## src/rtl/collision_pkg.sv

```systemverilog
// collision_pkg: shared FSM states and sticky-vector indices for the collision detector
package collision_pkg;
  typedef enum logic [1:0] {ARMED, COOLDOWN, GAME_OVER} coll_state_t;
  localparam int COLL_SW  = 0;
  localparam int COLL_SB  = 1;
  localparam int COLL_SH  = 2;
  localparam int COLL_SG  = 3;
  localparam int COLL_GW  = 4;
  localparam int COLL_GGW = 5;
  localparam int COLL_N   = 6;
  localparam logic [COLL_N-1:0] SG_MASK = COLL_N'(1) << COLL_SG;
endpackage

```

## src/rtl/collision_detector_if.sv

```systemverilog
// collision_detector_if: frame timing, per-pixel drawing requests and the collision/lives status returned to game logic
interface collision_detector_if;
  logic       startOfFrame;
  logic       restart;
  logic       smileyDrawingRequest;
  logic       boxDrawingRequest;
  logic       hartDrawingRequest;
  logic       wallDrawingRequest;
  logic       ghostDrawingRequest;
  logic       greenGhostDrawingRequest;
  logic       collSmileyWall;
  logic       collSmileyBox;
  logic       collSmileyHart;
  logic       collSmileyGhost;
  logic       collGhostWall;
  logic       collGreenGhostWall;
  logic [3:0] lives;
  logic       invulnerable;
  logic       gameOver;
  modport master (
    output startOfFrame, restart, smileyDrawingRequest, boxDrawingRequest, hartDrawingRequest,
           wallDrawingRequest, ghostDrawingRequest, greenGhostDrawingRequest,
    input  collSmileyWall, collSmileyBox, collSmileyHart, collSmileyGhost, collGhostWall,
           collGreenGhostWall, lives, invulnerable, gameOver
  );
  modport slave (
    input  startOfFrame, restart, smileyDrawingRequest, boxDrawingRequest, hartDrawingRequest,
           wallDrawingRequest, ghostDrawingRequest, greenGhostDrawingRequest,
    output collSmileyWall, collSmileyBox, collSmileyHart, collSmileyGhost, collGhostWall,
           collGreenGhostWall, lives, invulnerable, gameOver
  );
endinterface

```

## src/rtl/collision_detector_sticky_flags.sv

```systemverilog
// frame_sticky_flags: per-frame overlap accumulator; at startOfFrame emits the closing frame's flags (masked by en) for one cycle
module frame_sticky_flags #(
  parameter int N = 6
) (
  input  logic         clk,
  input  logic         resetN,
  input  logic         sof,
  input  logic         clr,
  input  logic [N-1:0] set,
  input  logic [N-1:0] en,
  output logic [N-1:0] sticky,
  output logic [N-1:0] pulse
);
  logic [N-1:0] sticky_q, sticky_d, pulse_q, pulse_d;
  // overlap seen in the startOfFrame cycle seeds the new frame
  always_comb begin
    sticky_d = clr ? '0 : sof ? set : (sticky_q | set);
    pulse_d  = (sof && !clr) ? (sticky_q & en) : '0;
  end
  always_ff @(posedge clk or negedge resetN)
    if (!resetN) begin
      sticky_q <= '0;
      pulse_q  <= '0;
    end else begin
      sticky_q <= sticky_d;
      pulse_q  <= pulse_d;
    end
  assign sticky = sticky_q;
  assign pulse  = pulse_q;
endmodule

```

## src/rtl/collision_detector.sv

```systemverilog
// collision_detector: turns per-pixel object overlaps into per-frame collision pulses and owns lives/invulnerability
module collision_detector
  import collision_pkg::*;
#(
  parameter int LIVES_INIT    = 3,
  parameter int INVULN_FRAMES = 60
) (
  input logic                 clk,
  input logic                 resetN,
  collision_detector_if.slave bus
);
  coll_state_t       state_q, state_d;
  logic [3:0]        lives_q, lives_d;
  logic [7:0]        cnt_q, cnt_d;
  logic [COLL_N-1:0] set, en, sticky, pulse;
  logic              ghost_hit;
  assign set[COLL_SW]  = bus.smileyDrawingRequest & bus.wallDrawingRequest;
  assign set[COLL_SB]  = bus.smileyDrawingRequest & bus.boxDrawingRequest;
  assign set[COLL_SH]  = bus.smileyDrawingRequest & bus.hartDrawingRequest;
  assign set[COLL_SG]  = bus.smileyDrawingRequest & (bus.ghostDrawingRequest | bus.greenGhostDrawingRequest);
  assign set[COLL_GW]  = bus.ghostDrawingRequest & bus.wallDrawingRequest;
  assign set[COLL_GGW] = bus.greenGhostDrawingRequest & bus.wallDrawingRequest;
  assign ghost_hit = |(sticky & SG_MASK);
  assign en = (state_q == GAME_OVER) ? '0 : (state_q == COOLDOWN) ? ~SG_MASK : '1;
  frame_sticky_flags #(.N(COLL_N)) u_flags (
    .clk    (clk),
    .resetN (resetN),
    .sof    (bus.startOfFrame),
    .clr    (bus.restart),
    .set    (set),
    .en     (en),
    .sticky (sticky),
    .pulse  (pulse)
  );
  always_comb begin
    state_d = state_q;
    lives_d = lives_q;
    cnt_d   = cnt_q;
    if (bus.restart) begin
      state_d = ARMED;
      lives_d = 4'(LIVES_INIT);
      cnt_d   = '0;
    end else if (bus.startOfFrame)
      case (state_q)
        ARMED: if (ghost_hit) begin
          lives_d = (lives_q == 4'd0) ? 4'd0 : lives_q - 4'd1;
          cnt_d   = 8'(INVULN_FRAMES);
          state_d = (lives_d == 4'd0) ? GAME_OVER : COOLDOWN;
        end
        COOLDOWN: begin
          cnt_d   = (cnt_q == 8'd0) ? 8'd0 : cnt_q - 8'd1;
          state_d = (cnt_d == 8'd0) ? ARMED : COOLDOWN;
        end
        GAME_OVER: lives_d = 4'd0;
        default: state_d = ARMED;
      endcase
  end
  always_ff @(posedge clk or negedge resetN)
    if (!resetN) begin
      state_q <= ARMED;
      lives_q <= 4'(LIVES_INIT);
      cnt_q   <= '0;
    end else begin
      state_q <= state_d;
      lives_q <= lives_d;
      cnt_q   <= cnt_d;
    end
  assign bus.collSmileyWall     = pulse[COLL_SW];
  assign bus.collSmileyBox      = pulse[COLL_SB];
  assign bus.collSmileyHart     = pulse[COLL_SH];
  assign bus.collSmileyGhost    = pulse[COLL_SG];
  assign bus.collGhostWall      = pulse[COLL_GW];
  assign bus.collGreenGhostWall = pulse[COLL_GGW];
  assign bus.lives              = lives_q;
  assign bus.invulnerable       = (state_q == COOLDOWN);
  assign bus.gameOver           = (state_q == GAME_OVER);
endmodule

```

## src/flat_wrapper.sv

```systemverilog
// flat-port wrapper written by rule: the top's interface ports become plain ports
module collision_detector_flat import collision_pkg::*;
#(
  parameter int LIVES_INIT    = 3,
  parameter int INVULN_FRAMES = 60
)
  (clk, resetN, bus_startOfFrame, bus_restart, bus_smileyDrawingRequest, bus_boxDrawingRequest, bus_hartDrawingRequest, bus_wallDrawingRequest, bus_ghostDrawingRequest, bus_greenGhostDrawingRequest, bus_collSmileyWall, bus_collSmileyBox, bus_collSmileyHart, bus_collSmileyGhost, bus_collGhostWall, bus_collGreenGhostWall, bus_lives, bus_invulnerable, bus_gameOver);
  collision_detector_if bus_i ();
  input logic clk;
  input logic resetN;
  input wire logic [$bits(bus_i.startOfFrame)-1:0] bus_startOfFrame;
  input wire logic [$bits(bus_i.restart)-1:0] bus_restart;
  input wire logic [$bits(bus_i.smileyDrawingRequest)-1:0] bus_smileyDrawingRequest;
  input wire logic [$bits(bus_i.boxDrawingRequest)-1:0] bus_boxDrawingRequest;
  input wire logic [$bits(bus_i.hartDrawingRequest)-1:0] bus_hartDrawingRequest;
  input wire logic [$bits(bus_i.wallDrawingRequest)-1:0] bus_wallDrawingRequest;
  input wire logic [$bits(bus_i.ghostDrawingRequest)-1:0] bus_ghostDrawingRequest;
  input wire logic [$bits(bus_i.greenGhostDrawingRequest)-1:0] bus_greenGhostDrawingRequest;
  output wire logic [$bits(bus_i.collSmileyWall)-1:0] bus_collSmileyWall;
  output wire logic [$bits(bus_i.collSmileyBox)-1:0] bus_collSmileyBox;
  output wire logic [$bits(bus_i.collSmileyHart)-1:0] bus_collSmileyHart;
  output wire logic [$bits(bus_i.collSmileyGhost)-1:0] bus_collSmileyGhost;
  output wire logic [$bits(bus_i.collGhostWall)-1:0] bus_collGhostWall;
  output wire logic [$bits(bus_i.collGreenGhostWall)-1:0] bus_collGreenGhostWall;
  output wire logic [$bits(bus_i.lives)-1:0] bus_lives;
  output wire logic [$bits(bus_i.invulnerable)-1:0] bus_invulnerable;
  output wire logic [$bits(bus_i.gameOver)-1:0] bus_gameOver;
  assign bus_i.startOfFrame = bus_startOfFrame;
  assign bus_i.restart = bus_restart;
  assign bus_i.smileyDrawingRequest = bus_smileyDrawingRequest;
  assign bus_i.boxDrawingRequest = bus_boxDrawingRequest;
  assign bus_i.hartDrawingRequest = bus_hartDrawingRequest;
  assign bus_i.wallDrawingRequest = bus_wallDrawingRequest;
  assign bus_i.ghostDrawingRequest = bus_ghostDrawingRequest;
  assign bus_i.greenGhostDrawingRequest = bus_greenGhostDrawingRequest;
  assign bus_collSmileyWall = bus_i.collSmileyWall;
  assign bus_collSmileyBox = bus_i.collSmileyBox;
  assign bus_collSmileyHart = bus_i.collSmileyHart;
  assign bus_collSmileyGhost = bus_i.collSmileyGhost;
  assign bus_collGhostWall = bus_i.collGhostWall;
  assign bus_collGreenGhostWall = bus_i.collGreenGhostWall;
  assign bus_lives = bus_i.lives;
  assign bus_invulnerable = bus_i.invulnerable;
  assign bus_gameOver = bus_i.gameOver;
  collision_detector #(.LIVES_INIT(LIVES_INIT), .INVULN_FRAMES(INVULN_FRAMES)) u_core (.clk(clk), .resetN(resetN), .bus(bus_i));
endmodule
```

## config.mk

```make
export PLATFORM = sky130hd
export DESIGN_NAME = collision_detector_flat
export DESIGN_NICKNAME = d
export VERILOG_FILES = /design/src/rtl/collision_pkg.sv /design/src/rtl/collision_detector_if.sv /design/src/rtl/collision_detector_sticky_flags.sv /design/src/rtl/collision_detector.sv /design/src/flat_wrapper.sv
export SDC_FILE = /design/constraint.sdc
export NUM_CORES = 1
export LEC_CHECK = 0
export ABC_AREA = 1
export CAP_MARGIN = 0
export CORE_MARGIN = 2
export CORE_UTILIZATION = 35
export DETAILED_ROUTE_END_ITERATION = 6
export GPL_ROUTABILITY_DRIVEN = 1
export HOLD_SLACK_MARGIN = 0.02
export PLACE_DENSITY = 0.62
export SLEW_MARGIN = 10
export SYNTH_ARGS = -nofsm -noshare
export SYNTH_HDL_FRONTEND = slang
export SYNTH_SLANG_ARGS = --single-unit
```

## constraint.sdc

```tcl
create_clock -name clk -period 4.5 [get_ports clk]
set_input_delay 0.9 -clock clk [delete_from_list [all_inputs] [get_ports clk]]
set_output_delay 0.9 -clock clk [all_outputs]
set_load 0.02 [all_outputs]
```

; ---- After elaboration in Yosys (flattened, before gate mapping)
; Cells that the tools add are included.
[word_totals]
regBits = 26
out_inout_bits = 12
input_bits = 10
[classes]
n_reduce_logical = 13
bitwise_logic = 9
n_eq_ne = 4
add_sub_neg = 2
mux = 21
[op_table]
columns = op, n
row1 = $mux W8, 4
row2 = $mux W6, 4
row3 = $mux W4, 5
row4 = $logic_not A8 Y1, 2
row5 = $pmux W8 S2, 1
row6 = $reduce_and A3 Y1, 3
row7 = $logic_not A4 Y1, 2
row8 = $mux W2, 4
row9 = $pmux W4 S2, 1
row10 = $sub A8 B1 Y8 const B, 1
row11 = $and A1 B1 Y1, 6
row12 = $and A6 B6 Y6, 1
row13 = $or A6 B6 Y6, 1
row14 = $pmux W2 S3, 1
row15 = $reduce_bool A3 Y1, 2
row16 = $sub A4 B1 Y4 const B, 1
row17 = $ne A3 B3 Y1 const B, 1
row18 = $eq A2 B1 Y1 const B, 1
row19 = $eq A2 B2 Y1 const B, 1
row20 = $logic_not A2 Y1, 1
row21 = $ne A2 B2 Y1 const B, 1
row22 = $reduce_bool A2 Y1, 1
row23 = $logic_and A1 B1 Y1, 1
row24 = $logic_not A1 Y1, 1
row25 = other kinds (2), 2

; ---- Longest topological paths before layout
; Gate-level depths: netlist of run 1.
[depth]
ltp_word = 8
depth_mapped = 13
mapped_depth_nobuf = 13

; ---- Cells and area by module
; Synthesis of run 1 repeated with hierarchy kept, for this count alone.
[unflattened]
hier_cells = 191
area_unflattened_um2 = 1451.4
[by_module_without_submodules]
columns = mod, area_each_um2, cells_per_inst, seq_area_each_um2, n_inst
row1 = collision_detector, 1017.2, 146, 352.8, 1
row2 = frame_sticky_flags, 434.2, 45, 300.3, 1

; ---- Least setup slack after synthesis of run 1
; No wires, ideal clock.
[synth_path]
path_type = input to register
start = input bus_restart
end = register u_core.cnt_q[5]
arrival_time_ns = 1.647
n_path_buf = 0
slack_ns = 2.770
setup_time_ns = 0.083
path_stages = 7
path_cell_list = nor2_2 > inv_2 > nand2_4 > a31oi_4 > nand2_2 > o21bai_1 > o21ai_0
[synth_via]
elab_chain_len = 2
[synth_lines]
columns = element, line_no
row1 = from (decl), flat_wrapper.sv:12  ; input wire logic [$bits(bus_i.restart)-1:0] bus_restart;
row2 = "$ne A3 B3 Y1 (no source line), or another cell as far along", n/a
row3 = $reduce_and A3 Y1 (no source line), n/a
row4 = to (signal assigned), collision_detector.sv:66  ; cnt_q <= cnt_d;
row5 = to (decl), collision_detector.sv:14  ; logic [7:0] cnt_q, cnt_d;
; Parallel ways exist; a longest one is shown, timed or not.
; A chain may end at the register's enable or synchronous reset.

; ---- Worst setup path in the final report of run 1
[layout_path]
start = register u_core.state_q[0]
end = output bus_gameOver
[layout_via]
elab_chain_len = 1
[layout_lines]
columns = element, line_no
row1 = from (decl), collision_detector.sv:12  ; coll_state_t state_q, state_d;
row2 = from (signal assigned), collision_detector.sv:64  ; state_q <= state_d;
row3 = $eq A2 B2 Y1, collision_detector.sv:76  ; assign bus.gameOver = (state_q == GAME_OVER);
row4 = to (decl), flat_wrapper.sv:27  ; output wire logic [$bits(bus_i.gameOver)-1:0] bus_gameOver;
; Every way passes these cells.

==> results of run 1 <==
## how the worst min path moves through the flow
stage | to | slack, ns | cells past startpoint
5_1_grt | u_core.u_flags.pulse[4] | 0.51 | 2
3_5_place_dp | u_core.u_flags.pulse[4] | 0.48 | 2
3_3_place_gp | u_core.u_flags.pulse[2] | 0.47 | 2
6_report | u_core.u_flags.pulse[2] | 0.50 | 2
4_1_cts | u_core.u_flags.pulse[2] | 0.50 | 2
2_1_floorplan | u_core.u_flags.pulse[0] | 0.46 | 2
## final cells by class
| class | count | share of cell area [%] |
|---|---|---|
| clock buffers | 3 | 2.35 |
| clock inverters | 1 | 1.71 |
| inverters | 30 | 6.42 |
| multi-input cells | 119 | 36.3 |
| flip-flops and latches | 26 | 37.2 |
| well taps | 50 | 3.57 |
| repair buffers | 22 | 12.4 |
## power by group
group	switching [W]	internal [W]	leakage, nW
clock	0.0000754	0.000119	0.0357
combinational	0.000345	0.000205	0.465
sequential	0.0000433	0.000292	0.342
total	0.000464	0.000615	0.842
## cells by family (layout without fill, tap and decap cells)
kind of cell / count (synthesis) / after routing / share of synthesized area [%]
DFF: 26 / 26 / 46.3
adders and majority gates: 5 / 5 / 4.44
and+or+nand+nor: 81 / 81 / 25.3
AOI/OAI and AO/OA: 33 / 33 / 15.4
buffers and inverters: 31 / 56 / 8.52
## cell usage in the layout (no fill, tap or decap), types with 3 or more instances in the layout
cell type / n
clkbuf_8: 3
o22ai_1: 8
dfrtp_1: 24
nor2_1: 23
nand3_1: 14
nand2_1: 33
inv_1: 28
ha_1: 5
clkdlybuf4s50_1: 21
o21ai_0: 14
a21oi_1: 3
## synthesized netlist by cell type, types with 2 or more instances
master,count
ha_1,5
a31oi_1,2
a21oi_1,3
nand4_1,2
nor2_1,23
nand2_2,2
inv_1,28
dfrtp_1,24
nand2_1,33
dfstp_2,2
nand3_1,14
nor3_1,2
o22ai_1,8
inv_2,2
o21ai_0,14
## per-stage QoR
stage	util [%]	instances
2_1_floorplan	-	176
3_3_place_gp	42.7	247
3_5_place_dp	42.7	247
4_1_cts	44.5	251
5_1_grt	44.5	251
6_report	44.5	251
## sequential cells by signal, summed over array words and instances, names as in the netlist
signal	cells
u_core.state_q	2
u_core.cnt_q	8
u_core.u_flags.sticky	6
u_core.bus.lives	4
u_core.u_flags.pulse	6
## routing by layer
metal	global-route usage, %	vias up	part of all wire, %
li1	-	619	-
met1	19.7	540	47
met2	24.4	32	46
met3	1.67	4	4.2
met4	7.65	0	2.0
met5	0	-	0
## tightest hold or removal path, cell delays in order, from the launching register on
cell	delay, ns
dfrtp_1	0.37
inv_1	0.06
nor2_1	0.04
==> metrics, run 1 <==
Final Slew Violations 0; Top delay family on crit path buffers and inverters; Antenna Violating Nets Remaining 0; Clock Sinks 26; unrepaired setup endpoints after global routing no; vias in the first global route 1122; Setup TNS 0 ns; GPL Wtd Cong 0.856; sequential area share after synthesis 46.3%; P_leak roughly 0.84 nW; Worst-Margin Slew 0.328 ns; crit path DAT 1.74 ns; Synth top area share about 43%; I/O Pins 22; max cap viols 0; crit end category output pin; Worst Hold Class flip-flop to flip-flop; Top FF cell, synth dfrtp_1; Via Count 1195; reg-to-reg slack, setup 2.74 ns; Post-synth ARST share 100%; CP Max Fanout 5; Die Y 67.5 µm; Final Skew a little over 0.004 ns; CP endpoint bus_gameOver; largest net degree at the start of global routing 27; Core ar. 3940 µm²; Bufs on Longest Clock Path 2; CP startpoint u_core.state_q[0]; design area 1750 µm²; global-route wire length before repair a little over 5000 µm; # rows 23; Critical Path RT 3.60 ns; period utilization 58.8%; Hold Path Origin u_core.u_flags.sticky[2]; clock-pin slew on the worst setup and hold paths approximately 0.09 ns; Worst Path Class, Setup flip-flop to output pin; die area 4550 µm²; cell area power density 615 nW/µm²; total track usage about 15%; Remaining DRCs 0; maximum clock frequency 378 MHz; post-place instance area 1680 µm²; H-tree Lvls 1; Area growth, synth to finish 24.4%; worst skew pair latency 0.27 ns; CP Depth 3; cts hold-fix bufs 0; status completed; clk root buf clkbuf_8; port bufs 21; DRT Pass-1 Iters 4; width of the die 67.5 µm; Via density 4.76; post-detail-place hpwl 2160 µm; slew margin rel. 78.1%; #FFs+latches synth 26; Mapped Nets 191; post-CTS setup buffers 0; count of cell types in the netlist 27; area leader, netlist dfrtp_1; ANT cells 0; Startpoint Class flip-flop; Tot Pwr between 0.001 and 0.0015 W; CP peak stage delay 0.64 ns; dominant cells by area after synthesis dfrtp_1, nand2_1, inv_1; DP Worst Slack 1.82 ns; DRT Wirelength between 2000 and 3000 µm; Final Worst Setup Slack 1.86 ns; initial core utilization 35.8%; Syn. warnings 0; Num CTS Buffers 3; min cycle time layout 2.64 ns; Syn Area/Cell 8.01 µm²; Crit-path slowest cell clkdlybuf4s50_1; worst r2r dst u_core.state_q[0]; aggregate global routing overflow 0; Worst R2R Path Depth 13; TritonCTS clock tree yes; fin nets 217; Post-synth EDFFs 0; Layout fillers 399; hold slack final about 0.50 ns; register area 653 µm²; final count of hold timing violations 0; initial antenna violation count 0; post-synthesis cell count 176; DR iter-0 viols 97; Mapped Area 1410 µm²; Reg2Reg Launch Point u_core.cnt_q[0]; layout cells sized above 1 8.96%; Finish-stage setup viols 0; critical path, cell by cell inv_1 > ha_1 > clkdlybuf4s50_1; Buffers & Inverters on Critical Path 2; PostCTS Resize Cnt 0; multi-input logic area 637 µm²; per-cell routed wire length 11.6 µm; worst vdd ir 0.250 mV
Power figures use the tool's default switching activity.
==> run 2: changes to the inputs <==
==> constraint.sdc (replaced) <==
create_clock -name clk -period 2.6 [get_ports clk]
set_input_delay 0.52 -clock clk [delete_from_list [all_inputs] [get_ports clk]]
set_output_delay 0.52 -clock clk [all_outputs]
set_load 0.02 [all_outputs]
==> run 2 against run 1 <==
Design area did not move. Utilization stayed put. Critical path depth unchanged. Worst setup slack got worse by 1.5 ns. First-iteration DRC count grew 29%. Via count increased by 0.67%. Final cell count unchanged. Non-clock buffer count stayed put. Global-route usage fell by 0.34 points.
==> metrics, run 2 (synthesis results as in run 1) <==
Top reg by flops u_core.cnt_q; post-detail-place hpwl 2170 µm; Final Worst Setup Slack around 0.34 ns; commonest non-fill, non-tap cell in the layout nand2_1; Via Count between 1000 and 1500; maximum clock frequency 442 MHz; CP startpoint u_core.state_q[0]; DRT Pass-1 Iters 4; Bufs on Longest Clock Path 2; Startpoint Class flip-flop; CP Max Fanout 5; Worst R2R Path Depth 13; per-cell routed wire length 11.5 µm; Setup TNS 0 ns; Worst-Margin Slew about 0.33 ns; ANT cells 0; worst skew pair latency 0.27 ns; Num CTS Buffers 3; DRT Wirelength between 2000 and 3000 µm; hold path cells 2; initial core utilization 35.8%; aggregate global routing overflow 0; Min-Delay Endpoint u_core.u_flags.pulse[2]; DR iter-0 viols 125; # rows 23; Largest register FFs 8; Worst Hold Class flip-flop to flip-flop; width of the die 67.5 µm; unrepaired setup endpoints after global routing no; Remaining DRCs 0; Clock Sinks 26; layout cells sized above 1 8.96%; reg-to-reg slack, setup 0.83 ns; cts hold-fix bufs 0; die area 4550 µm²; period utilization 87.1%; DP Worst Slack 0.277 ns; clk root buf clkbuf_8; Worst Path Class, Setup flip-flop to output pin; largest net degree at the start of global routing 27; TritonCTS clock tree yes; commonest non-fill, non-tap cells in the layout nand2_1, inv_1, dfrtp_1; max cap viols 0; Final Slew Violations 0; PostCTS Resize Cnt 0; min cycle time layout 2.26 ns; clock-pin slew on the worst setup and hold paths 0.09 ns; vias in the first global route 1169; Reg2Reg Launch Point u_core.cnt_q[0]; P_leak 0.842 nW; Tot Pwr 0.00187 W; GPL Wtd Cong 0.864; global-route wire length before repair 5070 µm; slew margin rel. 78.3%; Die Y 67.5 µm; port bufs 21; worst r2r dst u_core.state_q[0]; fin nets 217; initial antenna violation count 0; cell area power density 1060 nW/µm²; final count of hold timing violations 0; status completed; Core ar. a little under 4000 µm²; post-CTS setup buffers 0; crit end category output pin; total track usage between 10% and 20%; Critical Path RT 2.08 ns; crit path DAT 1.74 ns; H-tree Lvls 1; I/O Pins 22; Via density between 4 and 5; worst vdd ir around 0.36 mV; Finish-stage setup viols 0; Antenna Violating Nets Remaining 0; Final Skew roughly 0.0064 ns; Hold Path Origin u_core.u_flags.sticky[2]; Area growth, synth to finish 24.4%
run 2: cell counts in the layout (fill, tap and decap cells not counted):
No cell type changed its count.
run 2: where the power goes:
| part | leakage, nW | internal [W] | switching, W | total (W) |
|---|---|---|---|---|
| registers | 0.342 | 0.000505 | 0.0000732 | 0.000578 |
| clock network | 0.0357 | 0.000206 | 0.000121 | 0.000327 |
| logic | 0.465 | 0.000357 | 0.000605 | 0.000962 |
run 2: worst max-delay path by stage:
stage                      end  slack [ns]
6_report          bus_gameOver        0.34
4_1_cts           bus_gameOver        0.31
3_5_place_dp   u_core.cnt_q[6]        0.28
3_3_place_gp   u_core.cnt_q[1]        0.37
2_1_floorplan  u_core.cnt_q[5]        1.02
5_1_grt           bus_gameOver        0.23
run 2: per-stage QoR:
step / area [µm²] / hold WS, ns / std cells / util, %
final: 1750 / 0.497 / 251 / 44.5
after global routing: 1750 / 0.520 / 251 / 44.5
after CTS: 1750 / 0.500 / 251 / 44.5
after detailed placement: 1680 / 0.482 / 247 / 42.7
after global placement: 1680 / 0.474 / 247 / 42.7
after floorplan: 1410 / 0.224 / 176 / -
run 2: worst max-delay path, stage by stage (launching register included):
cell	delay (ns)
dfrtp_1	0.44
inv_1	0.12
ha_1	0.28
clkdlybuf4s50_1	0.64
run 2: area by class of cell:
cell class	instances	area, µm²
timing repair buffer	22	218
clock buffer	3	41.3
sequential	26	653
inverter	30	113
clock inverter	1	30.0
multi-input combinational	119	637
tap	50	62.6
fill	383	2190
run 2: layer usage:
| layer | part of all wire, % | global-route usage (%) | wire length (µm) | up-vias |
|---|---|---|---|---|
| met2 | 48 | 23.5 | 1380 | 31 |
| met5 | 0 | 0 | 0 | - |
| met4 | 0.69 | 6.12 | 20 | 0 |
| met3 | 4.4 | 1.67 | 128 | 2 |
| met1 | 47 | 20.1 | 1360 | 547 |
| li1 | - | - | - | 623 |
